===== src/rtl/cpu_defs_pkg.sv =====
// ---------------------------------------------------------------------------
// cpu_defs_pkg
// Shared definitions for the multicycle MIPS core's coprocessor 0:
//   - CP0 register indices (instruction rd field values)
//   - bit positions inside the SR and Cause words
//   - a helper that assembles the SR read word from its fields
// ---------------------------------------------------------------------------
package cpu_defs_pkg;

    // CP0 register indices
    localparam logic [4:0] CP0_COUNT   = 5'd9;
    localparam logic [4:0] CP0_COMPARE = 5'd11;
    localparam logic [4:0] CP0_SR      = 5'd12;
    localparam logic [4:0] CP0_CAUSE   = 5'd13;
    localparam logic [4:0] CP0_EPC     = 5'd14;
    localparam logic [4:0] CP0_PRID    = 5'd15;

    // Field positions inside SR / Cause
    localparam int IM_LSB  = 10;   // IM (SR) and IP (Cause) start here
    localparam int EXL_BIT = 1;
    localparam int IE_BIT  = 0;
    localparam int TI_BIT  = 30;   // timer pending flag, Cause only

    // Builds the 32-bit SR view; unimplemented bits read as zero.
    function automatic logic [31:0] sr_word(input logic [5:0] im,
                                            input logic       exl,
                                            input logic       ie);
        logic [31:0] w;
        w                  = '0;
        w[IM_LSB +: 6]     = im;
        w[EXL_BIT]         = exl;
        w[IE_BIT]          = ie;
        return w;
    endfunction

endpackage


===== src/rtl/cp0_timer.sv =====
// ---------------------------------------------------------------------------
// cp0_timer
// Count / Compare pair with the TI pending flag. Only built when the
// CP0_TIMER_EN macro is defined (instantiated from cp0_regfile).
//
// Ports:
//   clk         in   system clock
//   rst         in   asynchronous, active-high reset
//   count_we    in   MTC0 write to Count this cycle
//   compare_we  in   MTC0 write to Compare this cycle
//   din         in   32-bit MTC0 write data
//   count       out  current Count value
//   compare     out  current Compare value
//   ti          out  timer interrupt pending flag
// ---------------------------------------------------------------------------
module cp0_timer (
    input  logic        clk,
    input  logic        rst,
    input  logic        count_we,
    input  logic        compare_we,
    input  logic [31:0] din,
    output logic [31:0] count,
    output logic [31:0] compare,
    output logic        ti
);

    logic [31:0] count_q;
    logic [31:0] compare_q;
    logic [31:0] count_nxt;
    logic        ti_q;

    // A Count write wins over the free-running increment; the increment
    // wraps naturally at 32'hFFFF_FFFF.
    always_comb begin
        count_nxt = count_q + 32'd1;
        if (count_we) begin
            count_nxt = din;
        end
    end

    // TI is raised on the same edge at which Count becomes equal to Compare,
    // so it is visible in the cycle where Count == Compare. Compare == 0
    // disables the match. Writing Compare acknowledges the interrupt.
    always_ff @(posedge clk or posedge rst) begin
        if (rst) begin
            count_q   <= '0;
            compare_q <= '0;
            ti_q      <= 1'b0;
        end else begin
            count_q <= count_nxt;
            if (compare_we) begin
                compare_q <= din;
                ti_q      <= 1'b0;
            end else if ((count_nxt == compare_q) && (compare_q != 32'd0)) begin
                ti_q <= 1'b1;
            end
        end
    end

    assign count   = count_q;
    assign compare = compare_q;
    assign ti      = ti_q;

endmodule


===== src/rtl/cp0_regfile.sv =====
// ---------------------------------------------------------------------------
// cp0_regfile
// Coprocessor 0 for the multicycle MIPS core: SR, Cause, EPC and PRId, plus
// the interrupt request combine feeding the main controller.
// Optional timer (Count/Compare/TI) is built when CP0_TIMER_EN is defined.
//
// Ports:
//   clk     in   system clock
//   rst     in   asynchronous, active-high reset
//   we      in   MTC0 write strobe (controller cp0_wen)
//   addr    in   CP0 register index (rd field)
//   din     in   MTC0 write data (GPR rt)
//   pc      in   PC[31:2] of the next instruction to execute
//   hwint   in   level-sensitive device interrupt requests
//   exlset  in   exception entry strobe (controller S10)
//   exlclr  in   ERET strobe
//   dout    out  MFC0 read data (combinational, zero latency)
//   epc     out  EPC[31:2], PC load value for ERET
//   intreq  out  interrupt request to the controller
//
// Control interface: we, exlset and exlclr are single-cycle strobes from the
// controller, each acting only at the rising clk edge where it is high. There
// is no back-pressure; every strobe is accepted.
// ---------------------------------------------------------------------------
module cp0_regfile
    import cpu_defs_pkg::*;
#(
    parameter logic [31:0] PRID_VAL = 32'h0002_0203,
    parameter int          HWINT_W  = 6
) (
    input  logic               clk,
    input  logic               rst,
    input  logic               we,
    input  logic [4:0]         addr,
    input  logic [31:0]        din,
    input  logic [29:0]        pc,
    input  logic [HWINT_W-1:0] hwint,
    input  logic               exlset,
    input  logic               exlclr,
    output logic [31:0]        dout,
    output logic [29:0]        epc,
    output logic               intreq
);

    logic [HWINT_W-1:0] ip_q;    // registered copy of hwint
    logic [HWINT_W-1:0] ip_eff;  // IP as seen by Cause and the request logic
    logic [HWINT_W-1:0] im_q;
    logic               exl_q;
    logic               ie_q;
    logic [29:0]        epc_q;
    logic               ti;
    logic               sr_wr;
    logic               epc_wr;
    logic [31:0]        sr_rd;
    logic [31:0]        cause_rd;

    assign sr_wr  = we && (addr == CP0_SR);
    assign epc_wr = we && (addr == CP0_EPC);

`ifdef CP0_TIMER_EN
    logic [31:0] count_val;
    logic [31:0] compare_val;

    cp0_timer u_timer (
        .clk        (clk),
        .rst        (rst),
        .count_we   (we && (addr == CP0_COUNT)),
        .compare_we (we && (addr == CP0_COMPARE)),
        .din        (din),
        .count      (count_val),
        .compare    (compare_val),
        .ti         (ti)
    );

    // Timer shares the top hardware interrupt slot (IP[15], masked by IM[5]).
    assign ip_eff = ip_q | {ti, {(HWINT_W-1){1'b0}}};
`else
    assign ti     = 1'b0;
    assign ip_eff = ip_q;
`endif

    always_ff @(posedge clk or posedge rst) begin
        if (rst) begin
            ip_q  <= '0;
            im_q  <= '0;
            exl_q <= 1'b0;
            ie_q  <= 1'b0;
            epc_q <= '0;
        end else begin
            ip_q <= hwint;

            if (sr_wr) begin
                im_q <= din[IM_LSB +: HWINT_W];
                ie_q <= din[IE_BIT];
            end

            // EXL: exception entry beats ERET, which beats a software write.
            if (exlset) begin
                exl_q <= 1'b1;
            end else if (exlclr) begin
                exl_q <= 1'b0;
            end else if (sr_wr) begin
                exl_q <= din[EXL_BIT];
            end

            if (exlset) begin
                epc_q <= pc;
            end else if (epc_wr) begin
                epc_q <= din[31:2];
            end
        end
    end

    always_comb begin
        sr_rd                       = '0;
        sr_rd[IM_LSB +: HWINT_W]    = im_q;
        sr_rd[EXL_BIT]              = exl_q;
        sr_rd[IE_BIT]               = ie_q;

        cause_rd                    = '0;
        cause_rd[IM_LSB +: HWINT_W] = ip_eff;
        cause_rd[TI_BIT]            = ti;
    end

    always_comb begin
        dout = '0;
        case (addr)
            CP0_SR:      dout = sr_rd;
            CP0_CAUSE:   dout = cause_rd;
            CP0_EPC:     dout = {epc_q, 2'b00};
            CP0_PRID:    dout = PRID_VAL;
`ifdef CP0_TIMER_EN
            CP0_COUNT:   dout = count_val;
            CP0_COMPARE: dout = compare_val;
`endif
            default:     dout = '0;
        endcase
    end

    // EXL suppresses the request while a handler runs, so the controller
    // cannot re-enter the interrupt state on the cycle after exlset.
    assign intreq = (|(ip_eff & im_q)) & ie_q & ~exl_q;
    assign epc    = epc_q;

endmodule


===== config.mk =====
export PLATFORM = sky130hd
export DESIGN_NAME = cp0_regfile
export DESIGN_NICKNAME = d
export VERILOG_FILES = /design/src/rtl/cpu_defs_pkg.sv /design/src/rtl/cp0_timer.sv /design/src/rtl/cp0_regfile.sv
export SDC_FILE = /design/constraint.sdc
export NUM_CORES = 1
export LEC_CHECK = 0
export BUFFER_PORTS_ARGS = -buffer_cell sky130_fd_sc_hd__buf_2
export CAP_MARGIN = 25
export CORE_MARGIN = 5
export CORE_UTILIZATION = 43
export DETAILED_ROUTE_END_ITERATION = 6
export PLACE_DENSITY = 0.82
export SLEW_MARGIN = 20
export SYNTH_ARGS = -nofsm -noshare
export SYNTH_HDL_FRONTEND = slang
export SYNTH_SLANG_ARGS = --single-unit

===== constraint.sdc =====
create_clock -name clk -period 1.2 [get_ports clk]
set_input_delay 0 -clock clk [delete_from_list [all_inputs] [get_ports clk]]
set_output_delay 0 -clock clk [all_outputs]
set_load 0.005 [all_outputs]

Word level (Yosys, flattened, before mapping)
Index checks and enable logic that the tools add are counted.
{"block": "totals", "in_bits": 78, "wordCells": 24, "ff_bits": 44}
{"block": "op_classes", "n_eq_ne": 4, "muxes": 6, "bitwise": 4, "reduce_logical": 5}
{"operator": "$pmux W32 S4", "n": 1}
{"operator": "$mux W30", "n": 2}
{"operator": "$eq A5 B4 Y1 const B", "n": 4}
{"operator": "$and A6 B6 Y6", "n": 1}
{"operator": "$reduce_or A6 Y1", "n": 1}
{"operator": "$mux W1", "n": 3}
{"operator": "$reduce_bool A3 Y1", "n": 1}
{"operator": "$and A1 B1 Y1", "n": 2}
{"operator": "$logic_and A1 B1 Y1", "n": 2}
{"operator": "$reduce_bool A2 Y1", "n": 1}
{"operator": "$not A1 Y1", "n": 1}

Logic depth before layout (Yosys ltp)
{"block": "depth", "word_depth": 5, "depth_mapped": 6}

Worst setup path before layout
No wires, ideal clock.
{"block": "synth_path", "path_type": "input to register", "from": "input port addr[3]", "to": "register exl_q", "path_stages": 4, "arrival_ns": 0.825, "required_time_ns": 1.069, "path_buffers": 1, "path_slack_ns": 0.244, "cell_sequence": "and4b_1 buf_2 and4b_1 or3_1"}
{"block": "synth_between", "elab_chain_len": 3}
{"element": "from (decl)", "line": "cp0_regfile.sv:34", "text": "input logic [4:0] addr,"}
{"element": "$eq A5 B4 Y1", "line": "cp0_regfile.sv:57", "text": "assign sr_wr = we && (addr == CP0_SR);"}
{"element": "$logic_and A1 B1 Y1", "line": "cp0_regfile.sv:57"}
{"element": "$reduce_bool A3 Y1 (no line)"}
{"element": "to (signal assigned)", "line": "cp0_regfile.sv:103", "text": "exl_q <= din[EXL_BIT];"}
{"element": "to (decl)", "line": "cp0_regfile.sv:48", "text": "logic exl_q;"}
Every way passes these cells.
A chain may end at the register's enable or synchronous reset.

Worst setup path in the final report
{"block": "layout_path", "from": "register ip_q[0] (netlist: ip_eff[0])", "to": "output port intreq"}
{"block": "layout_between", "elab_chain_len": 4}
{"element": "from (decl)", "line": "cp0_regfile.sv:45", "text": "logic [HWINT_W-1:0] ip_q;"}
{"element": "from (signal assigned)", "line": "cp0_regfile.sv:90", "text": "ip_q <= hwint;"}
{"element": "$and A6 B6 Y6", "line": "cp0_regfile.sv:142", "text": "assign intreq = (|(ip_eff & im_q)) & ie_q & ~exl_q;"}
{"element": "$reduce_or A6 Y1", "line": "cp0_regfile.sv:142"}
{"element": "$and A1 B1 Y1 (2 in a row)", "line": "cp0_regfile.sv:142"}
{"element": "to (decl)", "line": "cp0_regfile.sv:42", "text": "output logic intreq"}
Every way passes these cells.

==> metrics.csv <==
metric;value;unit
grt.total_usage;25.6;%
cts.sinks;44;
final.fill_count;385;
dpl.hpwl;5.90;mm
antenna_found_initial;0;
ios;141;
drc;0;
tightest_slew;0.290;ns
crit_required;1.20;ns
dr.pass1.iters;5;
seq_area;0.00110;mm²
grt_pass1_wl;14.7;mm
min_to;epc[26];
die_h;83.9;µm
clockRootBuffer;clkbuf_8;
p_leak;1.88;nW
die-area;0.00705;mm²
num_vias;2978;
relSlewSlack;80.6;%
worstPathArrival;1.21;ns
gp_congestion;0.833;
postSynthRegisterBits;44;
initial_utilization;43.5;%
synth_nets;343;
core;0.00541;mm²
fin_crit_sh;101;%
rows;27;
ant_nets;0;
layout-drive-gt1-share;37.2;%
postCtsSetupRepairBufs;0;
fin_ws;-0.00639;ns
wirelength;9.08;mm
drtIter0Drc;195;
synth_area;0.00235;mm²
worstPathMaxFanout;2;
fin_skew;0;ns
setup_viol;1;
worst_r2r_path_depth;3;
r2r-end;exl_q;
fmax;0.829;GHz
final_util;72.8;%
yosysUniqueCellTypes;27;
violations;setup timing;
min_path_type;in -> reg;
syn_avg_cell_area;8.87;µm²
grt_overflow;0;
synthCells;265;
synth_seq_area_share;46.8;%
route.detailed.wl_per_inst;16.7;µm
whs_path_depth;3;
min_from;din[28];
maxCapViolations;0;
cts_buffer_depth;2;
grt_setup_unrepaired;true;
cts_max_level;2;
p_per_area;944;mW/mm²
cts_made_buffers;5;
run_status;complete, but fails checks;
ys_warn_count;0;
grt_pass1_vias;3026;
syn2layout_area_growth;67.4;%
rrSetupSlack;0.21;ns
dieWidth;83.9;µm
nNetsFinal;550;
clkSlewWorstSetupHoldPaths;0.08;ns
drv_slew;0;
cts_tree;built;
antennaDiodeCount;0;
timing.rr.start;exl_q;
multi_input_area;0.00113;mm²
start_kind;register;
finalHoldViolCount;0;
critPathCaptureType;primary output;
period_needed;1.21;ns
clkLatencyLatePin;0.28;ns
drt-vias-per-instance;5.48;
crit_type;reg -> out;
grt_start_max_net_pins;37;
io_buffers;140;
dp_slack;0.0670;ns
holdWs;0.00937;ns
vdd_ir_drop_max;684;µV
==> kinds of logic after synthesis <==
group,share of synthesized area (%)
AO/OA/AOI/OAI,18.6
buffers and inverters,5.48
flip-flops,46.8
multiplexers,5.91
AND/OR/NAND/NOR,23.2
==> cell usage after synthesis <==
master     number  area share, %
a21oi_1         2           0.43
a22oi_1         3           0.96
a2bb2oi_1       6            2.2
a311oi_1        1           0.37
a31oi_1        30            8.0
and2_1         22            5.9
and2b_1         1           0.32
and4b_1         2           0.85
buf_2           5            1.1
buf_4           5            1.6
clkbuf_1       12            1.9
clkbuf_2        2           0.43
clkinv_1        1           0.16
dfrtp_1        44             47
inv_1           2           0.32
mux2_2          7            3.4
mux2i_1         6            2.6
nand2_1         3           0.48
nand2_2         1           0.27
nand2b_1        2           0.53
nand3_1        30            6.4
nand3b_1        1           0.32
nand4b_1        2           0.75
nor2_1         42            6.7
nor2_4          1           0.48
o21ai_0        31            6.6
or3_1           1           0.27
==> where the power goes <==
part | leakage [nW] | switching (W) | total, W | internal (W)
Sequential | 0.504 | 0.000118 | 0.00175 | 0.00164
Clock | 0.0501 | 0.000464 | 0.00106 | 0.000598
Combinational | 1.33 | 0.000393 | 0.000902 | 0.000508
==> critical path, stage by stage, from the launching register on <==
cell and delay (ns):
dfrtp_1 0.37, a22oi_2 0.09, a311oi_1 0.30, buf_2 0.17
==> how the worst max path moves through the flow <==
stage	startpoint	endpoint	slack (ns)	cells after the start
floorplan	rst	epc[0]	0.17	1
global placement	addr[4]	epc[28]	0.11	5
detailed placement	addr[4]	epc[13]	0.07	5
CTS	im_q[2]	intreq	-0.01	3
global route	im_q[4]	dout[14]	-0.08	4
finish	ip_eff[0]	intreq	-0.006	3
==> layout make-up <==
| type | instances | area share [%] |
|---|---|---|
| Tap cell | 72 | 2.29 |
| Timing Repair Buffer | 224 | 38.3 |
| Clock inverter | 1 | 0.763 |
| Inverter | 3 | 0.286 |
| Sequential cell | 44 | 28.0 |
| Multi-Input combinational cell | 194 | 28.6 |
| Clock buffer | 5 | 1.75 |
==> registers in the layout, summed over array words and instances, names as in the netlist <==
register,cells
im_q,6
ip_eff,6
exl_q,1
ie_q,1
epc,30
==> routing by layer <==
metal  track usage (%)  part of all wire (%)
met5                 0                     0
met4              13.7                   5.6
met3              5.33                   7.0
met2              45.7                    52
met1              28.2                    35
==> placed cells by master (no fill, tap or decap) <==
cell,netlist,final
nand2b_1,2,2
inv_2,0,1
a22oi_1,3,2
mux2_2,7,7
dfrtp_1,44,44
buf_2,5,140
a22oi_2,0,1
a311oi_1,1,1
nor2_1,42,42
and2b_1,1,1
bufinv_16,0,1
and4b_1,2,2
nor2_4,1,1
nand3b_1,1,1
nand3_1,30,30
a21oi_1,2,2
clkinv_1,1,1
inv_1,2,1
o21ai_0,31,31
and2_1,22,22
nand2_2,1,1
nand4b_1,2,2
a2bb2oi_1,6,6
buf_12,0,1
dlygate4sd3_1,0,66
mux2i_1,6,6
clkbuf_8,0,5
a31oi_1,30,30
or3_1,1,1
nand2_1,3,3
buf_4,5,17
==> through the flow <==
step / setup TNS [ns] / total power (W) / cell area (µm²) / instances
2_1_floorplan: 0 / 0.00212 / 2350 / 265
6_report: -0.00639 / 0.00372 / 3940 / 543
4_1_cts: -0.0241 / 0.00373 / 3940 / 543
3_5_place_dp: 0 / 0.00250 / 3170 / 471
5_1_grt: -0.310 / 0.00392 / 3940 / 543
3_3_place_gp: 0 / 0.00246 / 3170 / 471
==> what timing repair did <==
action	4_1_cts	5_1_grt
hold buffers	66	0
gates resized for setup	1	0
endpoints found under the hold margin	87	0
pin swaps	1	0
setup endpoints to repair	2	7
Note: power is estimated with default switching activity, not from simulation.
